## config.mk

```make
export PLATFORM = sky130hd
export DESIGN_NAME = frame_dispatch_ctrl
export DESIGN_NICKNAME = d
export VERILOG_FILES = /design/src/rtl/frame_dispatch_ctrl.sv
export SDC_FILE = /design/constraint.sdc
export NUM_CORES = 1
export LEC_CHECK = 0
export CORE_MARGIN = 2
export CORE_UTILIZATION = 46
export DETAILED_ROUTE_END_ITERATION = 12
export PLACE_DENSITY = 0.82
export SLEW_MARGIN = 20
export SYNTH_ARGS = -nofsm -noshare
export SYNTH_HDL_FRONTEND = slang
export SYNTH_SLANG_ARGS = --single-unit
```

## constraint.sdc

```tcl
create_clock -name clk_out -period 2.8 [get_ports clk_out]
set_clock_uncertainty 0.2 [all_clocks]
set_input_delay 0.56 -clock clk_out [delete_from_list [all_inputs] [get_ports clk_out]]
set_output_delay 0.56 -clock clk_out [all_outputs]
set_load 0.01 [all_outputs]
```

## src/rtl/frame_dispatch_ctrl.sv

```systemverilog
// Frame dispatcher: pops one descriptor from the frame FIFO, validates the one-hot channel,
// masks and Gray-codes the payload, then issues a one-cycle load to the idle target serializer.
module frame_dispatch_ctrl #(
    parameter int DATA_W  = 128,
    parameter int NUM_CH  = 8,
    parameter int TIMEOUT = 1024,
    parameter int CNT_W   = 16
) (
    input  logic                       clk_out,
    input  logic                       rst_n,
    input  logic                       en,
    input  logic                       fifo_empty,
    output logic                       fifo_rd_en,
    input  logic [NUM_CH+3+DATA_W-1:0] fifo_rd_data,
    input  logic [NUM_CH-1:0]          ser_ready,
    output logic [NUM_CH-1:0]          ser_load,
    output logic [DATA_W-1:0]          ser_data,
    output logic [7:0]                 ser_len,
    output logic                       busy,
    output logic                       drop_pulse,
    output logic [CNT_W-1:0]           frame_cnt,
    output logic [CNT_W-1:0]           drop_cnt
);
    localparam int LANES = DATA_W / 16;
    localparam int TMO_W = $clog2(TIMEOUT);
    localparam logic [TMO_W-1:0] TMO_LAST = TMO_W'(TIMEOUT - 1);

    typedef enum logic [2:0] {
        ST_IDLE = 3'd0,
        ST_RD   = 3'd1,
        ST_CHK  = 3'd2,
        ST_WAIT = 3'd3,
        ST_LOAD = 3'd4
    } state_t;

    function automatic logic is_onehot(input logic [NUM_CH-1:0] v);
        return (v != {NUM_CH{1'b0}}) &&
               ((v & (v - {{(NUM_CH-1){1'b0}}, 1'b1})) == {NUM_CH{1'b0}});
    endfunction

    function automatic logic [DATA_W-1:0] gray_enc(input logic [DATA_W-1:0] b);
        return b ^ (b >> 1);
    endfunction

    function automatic logic [CNT_W-1:0] sat_inc(input logic [CNT_W-1:0] c);
        return (&c) ? c : c + {{(CNT_W-1){1'b0}}, 1'b1};
    endfunction

    state_t              state_r, next_s;
    logic [TMO_W-1:0]    tmo_r, tmo_next_s;
    logic [NUM_CH-1:0]   chan_r;
    logic                rd_s, drop_s, cap_s;
    logic [NUM_CH-1:0]   load_s;
    logic [NUM_CH-1:0]   sel_s;
    logic [2:0]          len_code_s;
    logic [DATA_W-1:0]   payload_s, masked_s;
    logic [7:0]          len_bits_s;

    logic                fifo_rd_en_r, busy_r, drop_pulse_r;
    logic [NUM_CH-1:0]   ser_load_r;
    logic [DATA_W-1:0]   ser_data_r;
    logic [7:0]          ser_len_r;
    logic [CNT_W-1:0]    frame_cnt_r, drop_cnt_r;

    assign sel_s      = fifo_rd_data[NUM_CH+3+DATA_W-1 -: NUM_CH];
    assign len_code_s = fifo_rd_data[DATA_W+2 -: 3];
    assign payload_s  = fifo_rd_data[DATA_W-1:0];
    assign len_bits_s = {1'b0, len_code_s, 4'd0} + 8'd16;

    // Keep only the 16-bit lanes that lie below the frame length
    always_comb begin
        masked_s = {DATA_W{1'b0}};
        for (int i = 0; i < LANES; i++) begin
            if (i <= int'(len_code_s)) begin
                masked_s[i*16 +: 16] = payload_s[i*16 +: 16];
            end else begin
                masked_s[i*16 +: 16] = 16'd0;
            end
        end
    end

    // Next-state and strobe decode
    always_comb begin
        next_s     = state_r;
        tmo_next_s = tmo_r;
        rd_s       = 1'b0;
        drop_s     = 1'b0;
        cap_s      = 1'b0;
        load_s     = {NUM_CH{1'b0}};
        case (state_r)
            ST_IDLE: begin
                if (en && !fifo_empty) begin
                    next_s = ST_RD;
                    rd_s   = 1'b1;
                end else begin
                    next_s = ST_IDLE;
                end
            end
            ST_RD: next_s = ST_CHK;
            ST_CHK: begin
                if (is_onehot(sel_s)) begin
                    next_s     = ST_WAIT;
                    cap_s      = 1'b1;
                    tmo_next_s = {TMO_W{1'b0}};
                end else begin
                    next_s = ST_IDLE;
                    drop_s = 1'b1;
                end
            end
            ST_WAIT: begin
                if ((ser_ready & chan_r) != {NUM_CH{1'b0}}) begin
                    next_s = ST_LOAD;
                    load_s = chan_r;
                end else if (tmo_r == TMO_LAST) begin
                    next_s = ST_IDLE;
                    drop_s = 1'b1;
                end else begin
                    tmo_next_s = tmo_r + {{(TMO_W-1){1'b0}}, 1'b1};
                end
            end
            ST_LOAD: next_s = ST_IDLE;
            default: next_s = ST_IDLE;
        endcase
    end

    // Control state, wait timer and latched target channel
    always_ff @(posedge clk_out or negedge rst_n) begin
        if (!rst_n) begin
            state_r <= ST_IDLE;
            tmo_r   <= {TMO_W{1'b0}};
            chan_r  <= {NUM_CH{1'b0}};
        end else begin
            state_r <= next_s;
            tmo_r   <= tmo_next_s;
            if (cap_s) begin
                chan_r <= sel_s;
            end
        end
    end

    // Registered outputs; strobes are produced one edge ahead so they align with their state
    always_ff @(posedge clk_out or negedge rst_n) begin
        if (!rst_n) begin
            fifo_rd_en_r <= 1'b0;
            busy_r       <= 1'b0;
            drop_pulse_r <= 1'b0;
            ser_load_r   <= {NUM_CH{1'b0}};
            ser_data_r   <= {DATA_W{1'b0}};
            ser_len_r    <= 8'd0;
            frame_cnt_r  <= {CNT_W{1'b0}};
            drop_cnt_r   <= {CNT_W{1'b0}};
        end else begin
            fifo_rd_en_r <= rd_s;
            busy_r       <= (next_s != ST_IDLE);
            drop_pulse_r <= drop_s;
            ser_load_r   <= load_s;
            if (cap_s) begin
                ser_data_r <= gray_enc(masked_s);
                ser_len_r  <= len_bits_s;
            end
            if (load_s != {NUM_CH{1'b0}}) begin
                frame_cnt_r <= sat_inc(frame_cnt_r);
            end
            if (drop_s) begin
                drop_cnt_r <= sat_inc(drop_cnt_r);
            end
        end
    end

    assign fifo_rd_en = fifo_rd_en_r;
    assign busy       = busy_r;
    assign drop_pulse = drop_pulse_r;
    assign ser_load   = ser_load_r;
    assign ser_data   = ser_data_r;
    assign ser_len    = ser_len_r;
    assign frame_cnt  = frame_cnt_r;
    assign drop_cnt   = drop_cnt_r;

endmodule

```

### Word-level counts from Yosys, hierarchy flattened

Index checks and enable logic that the tools add are counted.

| cells by class | value |
|---|---|
| reduce and logical (&&, ||, !) cells | 15 |
| multipliers | 0 |
| bitwise operators | 5 |
| $lt $le $gt $ge | 7 |
| div/mod/pow operators | 0 |
| muxes and demuxes | 26 |
| eq/ne operators | 7 |
| shifts and indexed selects | 0 |
| add/subtract/negate cells | 5 |

Operator list:

| cell | count |
|---|---|
| $xor A128 B127 Y128 | 1 |
| $mux W16 | 7 |
| $add A16 B1 Y16 const B | 2 |
| $reduce_and A16 Y1 | 2 |
| $mux W10 | 3 |
| $reduce_bool A8 Y1 | 3 |
| $pmux W10 S2 | 1 |
| $and A8 B8 Y8 | 2 |
| $mux W8 | 2 |
| $le A3 B3 Y1 const A | 4 |
| $pmux W3 S4 | 1 |
| $add A10 B1 Y10 const B | 1 |
| $eq A10 B10 Y1 const B | 1 |
| $add A7 B5 Y8 const B | 1 |
| $logic_not A8 Y1 | 1 |
| $mux W1 | 8 |
| $sub A8 B1 Y8 const B | 1 |
| $eq A3 B2 Y1 const B | 2 |
| $le A2 B3 Y1 const A | 2 |
| $mux W3 | 2 |
| $ne A2 B2 Y1 const B | 3 |
| $reduce_and A2 Y1 | 2 |
| $reduce_and A4 Y1 | 1 |
| $eq A3 B1 Y1 const B | 1 |
| other kinds (9) | 11 |

| word-level totals | value |
|---|---|
| logic and storage cells | 76 |
| memory bits (read-only) | 0 |
| output and inout bits | 179 |
| memories | 0 |
| memory bits (writable) | 0 |
| register bits after elaboration | 200 |
| bits in latches | 0 |

### Logic depth before layout (Yosys ltp)

| depth | value |
|---|---|
| depth in word-level cells | 7 |
| depth in mapped cells | 9 |

### Worst setup path after synthesis

No wires, ideal clock.

| timing | value |
|---|---|
| path type | input to register |
| start point | input port fifo_rd_data[132] |
| end point | register busy_r, in the netlist busy |
| path slack | 172 ps |
| stages | 6 |
| path buffers | 0 |
| arrival time | 2,290 ps |
| path through | or4_4 or3_1 a31o_2 nand3_4 nand2_4 or4_4 |

| between the ends | value |
|---|---|
| longest elaborated chain between the ends | 7 |

RTL lines:

| element | line | source |
|---|---|---|
| start, declared | 14 | `input logic [NUM_CH+3+DATA_W-1:0] fifo_rd_data,` |
| $sub A8 B1 Y8 | 38 | `((v & (v - {{(NUM_CH-1){1'b0}}, 1'b1})) == {NUM_CH{1'b0}});` |
| $and A8 B8 Y8 | 38 |  |
| $logic_not A8 Y1 | 38 |  |
| $logic_and A1 B1 Y1 (*) | 37 | `return (v != {NUM_CH{1'b0}}) &&` |
| $mux W2 (*) | 101 | `if (is_onehot(sel_s)) begin` |
| $pmux W3 S4 (*) | 90 | `case (state_r)` |
| $reduce_bool A3 Y1 (*) | 154 | `busy_r <= (next_s != ST_IDLE);` |
| end signal, assigned | 154 |  |
| end, declared | 59 | `logic fifo_rd_en_r, busy_r, drop_pulse_r;` |

Every way passes the cells marked *; elsewhere a longest branch is shown, timed or not.
A chain may end at the register's enable or synchronous reset.

### Worst setup path in the final report

| timing | value |
|---|---|
| start point | input port fifo_rd_data[133] |
| end point | register drop_cnt_r[12], in the netlist drop_cnt[12] |

| between the ends | value |
|---|---|
| longest elaborated chain between the ends | 7 |

RTL lines:

| element | line | source |
|---|---|---|
| $sub A8 B1 Y8 | 38 |  |
| $and A8 B8 Y8 | 38 |  |
| $logic_not A8 Y1 | 38 |  |
| $logic_and A1 B1 Y1 (*) | 37 |  |
| $mux W1 (*) | 101 |  |
| $pmux W1 S2 (*) | 90 |  |
| $reduce_and A2 Y1 (no source line) (*) | n/a |  |
| end signal, assigned | 151 | `drop_cnt_r <= {CNT_W{1'b0}};` |
| end signal, assigned | 165 | `drop_cnt_r <= sat_inc(drop_cnt_r);` |
| end, declared | 63 | `logic [CNT_W-1:0] frame_cnt_r, drop_cnt_r;` |

Marked as above.

==> results.rst <==
.. list-table::
   :header-rows: 1

   * - Metric
     - Value
   * - Worst path setup slack after routing
     - 0.204 ns
   * - Part of the power in combinational logic
     - 27.7%
   * - Effective utilization at floorplan
     - 46.5%
   * - Number of buffer and inverter stages on the critical path
     - 3
   * - Chip Width
     - 146 um
   * - Total number of nets in the final design
     - 1409
   * - Final setup violation count
     - 0
   * - Critical Path Start Type
     - primary input
   * - Number of non-filler instances in the completed layout
     - 1534
   * - Synth area leaders
     - dfrtp_1 53%, xnor2_1 13%, nand2_1 7.9%
   * - Reg2Reg Setup Slack
     - 0.46 ns
   * - Share of power burned in the clock network
     - 29.2%
   * - Number of global-route vias before repair
     - 7870
   * - Total DRC errors in the routed layout
     - 0
   * - Most used flip-flop cell after synthesis
     - dfrtp_1
   * - Average routed wire per standard cell
     - 17.3 um
   * - Start of the worst register-to-register path
     - tmo_r[0]
   * - Critical path required time
     - 2.92 ns
   * - Most common cell in the netlist
     - nand2_1
   * - Cell with the largest stage delay on the worst path
     - or4_4
   * - Detailed router's first-iteration violation count
     - 534
   * - EDFF count, synth
     - 0
   * - Kind of path behind the tightest hold check
     - reg2reg
   * - Met1 layer usage reported by global route
     - 31.9%
   * - Synthesized instance count
     - 899
   * - Delay contributed by the slowest stage of the critical path
     - 0.55 ns
   * - Placed instance count
     - 1498
   * - Standard cell area after detailed placement
     - 13100 um2
   * - Critical path's top delay family
     - simple AND/OR/NAND/NOR gates
   * - Buffer depth of the longest clock path
     - 2
   * - GR peak layer
     - met2
   * - DR vias
     - 7914
   * - Largest net degree at the start of global routing
     - 66
   * - Sequential fraction of the synthesis area
     - 52.6%
   * - Total of flip-flops plus latches after synthesis
     - 196
   * - Register share of total power
     - 43.2%
   * - Share of flip-flops with an asynchronous set or reset
     - 100%
   * - Result of the run
     - completed
   * - CTS Buf Count
     - 17
   * - RSZ-0062 raised after global routing
     - no
   * - Share of Yosys cell area claimed by the top area cell type
     - 52.6%
   * - Share of the cycle needed by the critical path after routing
     - 92.7%
   * - Cell type with the largest total area after synthesis
     - dfrtp_1
   * - Post-CTS clock slew at the launch and capture registers of the worst setup and hold paths
     - 0.07 ns
   * - Global Route met3 Usage
     - 5.28%
   * - Crit path kind
     - in2reg
   * - Via density per instance
     - 5.16
   * - Net switching fraction of the power
     - 30.0%
   * - Areal power density over the cells
     - 596 nW/um2
   * - Standby leakage power
     - 5.93 nW
   * - Transition at the pin with the smallest max-transition slack
     - 1.03 ns
   * - Final Cell Area
     - 13800 um2
   * - Wire length after detailed routing
     - 26500 um
   * - Cell depth of the worst flop-to-flop path
     - 8
   * - Final hold vios
     - 0
   * - Number of sinks driven by the clock tree
     - 196
   * - Layout cell share with drive strength beyond 1
     - 7.99%
   * - Crit-path max FO
     - 8
   * - Capturing element type of the critical path
     - register
   * - Post-route antenna net violation count
     - 0
   * - Synthesized cell area
     - 9320 um2
   * - Number of top-level pins
     - 330
   * - Die area
     - 21400 um2
   * - Diodes inserted
     - 0
   * - Worst-case headroom to the max-slew limit
     - 31.3%
   * - H-tree depth
     - 4
   * - Buffer type at the clock tree root
     - clkbuf_16
   * - Cell-internal power
     - 5.74 mW
   * - Most numerous cell types in the synthesized netlist
     - 197 x nand2_1, 196 x dfrtp_1, 141 x xnor2_1
   * - Shortest period the worst path allows
     - 2.60 ns
   * - Total net switching power
     - 2.46 mW
   * - Fmax
     - 385 MHz
   * - Number of warnings printed during yosys synthesis
     - 0
   * - Maximum capacitance violations
     - 0
   * - Capturing point of the worst reg2reg path
     - drop_cnt[12]
   * - Average cell area after synthesis
     - 10.4 um2
   * - Number of distinct library cells after synthesis
     - 49
   * - Worst path arrival time
     - 2.72 ns
   * - List of cells traversed by the critical path
     - dlymetal6s2s_1, or4_4, or3_4, a31o_4, buf_4, a21oi_4, clkbuf_16, nand4_1, mux2i_1
   * - # fillers
     - 1530
   * - Total global-route track usage
     - 24.8%
   * - Iteration count of the initial detailed-routing pass
     - 5
   * - CTS tree
     - done
   * - First-pass GRT wire length
     - 42200 um
   * - Die Y-Extent
     - 146 um
   * - Sum of overflow across all layers after global routing
     - 0
   * - Worst setup path start
     - fifo_rd_data[133]
   * - Dpl ws
     - -0.426 ns
   * - Initial antenna violation count
     - 0
   * - IR Drop Worst-Case VDD
     - 0.381 mV
   * - Global routing usage on met2
     - 41.1%
   * - Final RePlAce weighted congestion
     - 0.847
   * - Critical path capture point
     - drop_cnt[12]
   * - Number of slew-limit violations in the final report
     - 0
   * - DPL Wire Length
     - 20000 um
   * - Growth of design area from synthesis to finish
     - 47.7%
   * - Area of the placeable core
     - 20000 um2
   * - Total design power
     - 8.20 mW
   * - Site Rows
     - 52
   * - Clock network latency to the later pin of the worst-skew pair
     - 0.43 ns
   * - Number of port buffers
     - 325
   * - Logic depth of the worst path, buffers included
     - 9
## kinds of logic (layout without fill, tap and decap cells)
family          after synthesis  in the layout  synth area share (%)
xor+xnor                    159            159                  14.9
compound gates              146            146                  10.9
simple gates                326            326                  15.9
other cells                   1              4                0.0403
fa+ha+maj                     8              8                  1.05
buf+inv                      60            422                  4.14
mux                           3              3                 0.349
flops                       196            196                  52.6
## worst min-delay path, delay by kind of cell, from the launching register on
| kind | cells | cell delay [ns] |
|---|---|---|
| AND/OR/NAND/NOR | 2 | 0.10 |
| flip-flops | 1 | 0.34 |
## how the worst min path moves through the flow
stage / end / cells after the start / start
6_report: ser_data[116] / 2 / ser_data[116]
5_1_grt: chan_r[2] / 4 / fifo_rd_data[133]
4_1_cts: ser_data[64] / 2 / ser_data[64]
3_3_place_gp: ser_data[118] / 2 / ser_data[118]
2_1_floorplan: busy / 0 / rst_n
3_5_place_dp: ser_data[122] / 2 / ser_data[122]
## what timing repair did
action | in CTS | in global routing
endpoints found under the setup margin | 1 | 14
pin swaps | 0 | 5
gates resized for setup | 0 | 8
endpoints found under the hold margin | 59 | 0
gates cloned | 0 | 1
hold buffers | 1 | 0
buffers inserted | 1 | 1
## sequential cells by signal, indices dropped and copies added (netlist names), 3 cells and up
name       count
state_r        3
tmo_r         10
drop_cnt      16
chan_r         8
frame_cnt     16
ser_data     128
ser_load       8
ser_len        4
## stage by stage
step / hold slack [ns] / util, % / setup TNS [ns]
finish: 0.273 / 68.7 / 0
global route: 0.303 / 68.7 / 0
CTS: 0.282 / 68.4 / 0
detailed placement: 0.260 / 65.4 / -51.05
global placement: 0.251 / 65.4 / -41.68
floorplan: 0.0644 / - / 0
## routing by layer
layer | vias to the layer above | wire (um)
li1 | 3765 | -
met1 | 3805 | 11100
met2 | 294 | 13100
met3 | 50 | 1490
met4 | 0 | 857
met5 | - | 0
## power groups by stage
stage | Combinational (mW) | Clock, mW | Sequential, mW
finish | 2.27 | 2.39 | 3.54
global route | 2.45 | 2.54 | 3.60
CTS | 2.26 | 2.42 | 3.54
detailed placement | 2.24 | 0 | 3.59
global placement | 2.18 | 0 | 3.58
floorplan | 0.700 | 0 | 3.72
## final cells by class
cell class / instances / area (um2) / share of cell area (%)
clock buffer: 19 / 453 / 3.29
clock inverter: 13 / 116 / 0.845
tap: 270 / 338 / 2.45
sequential: 196 / 4900 / 35.6
inverter: 10 / 37.5 / 0.273
multi-input combinational: 646 / 4070 / 29.5
timing repair buffer: 380 / 3850 / 28.0
## cell usage in the layout, fill, tap and decap left out, drive strengths merged, types with 3 or more instances in the layout
cell type        n
nor2            23
nand2b           4
and3            10
xor2            18
ha               7
inv             16
conb             4
xnor2          141
a21oi            8
nand4           16
a31oi            5
clkdlybuf4s50  320
and2            14
or3              3
nor3             6
dfrtp          196
o21ai           31
nand3           36
o31ai           91
nor2b            3
dlymetal6s2s     4
nand2          198
buf             53
clkbuf          21
clkinv           7
No activity file was read; power rests on OpenSTA's default activity.
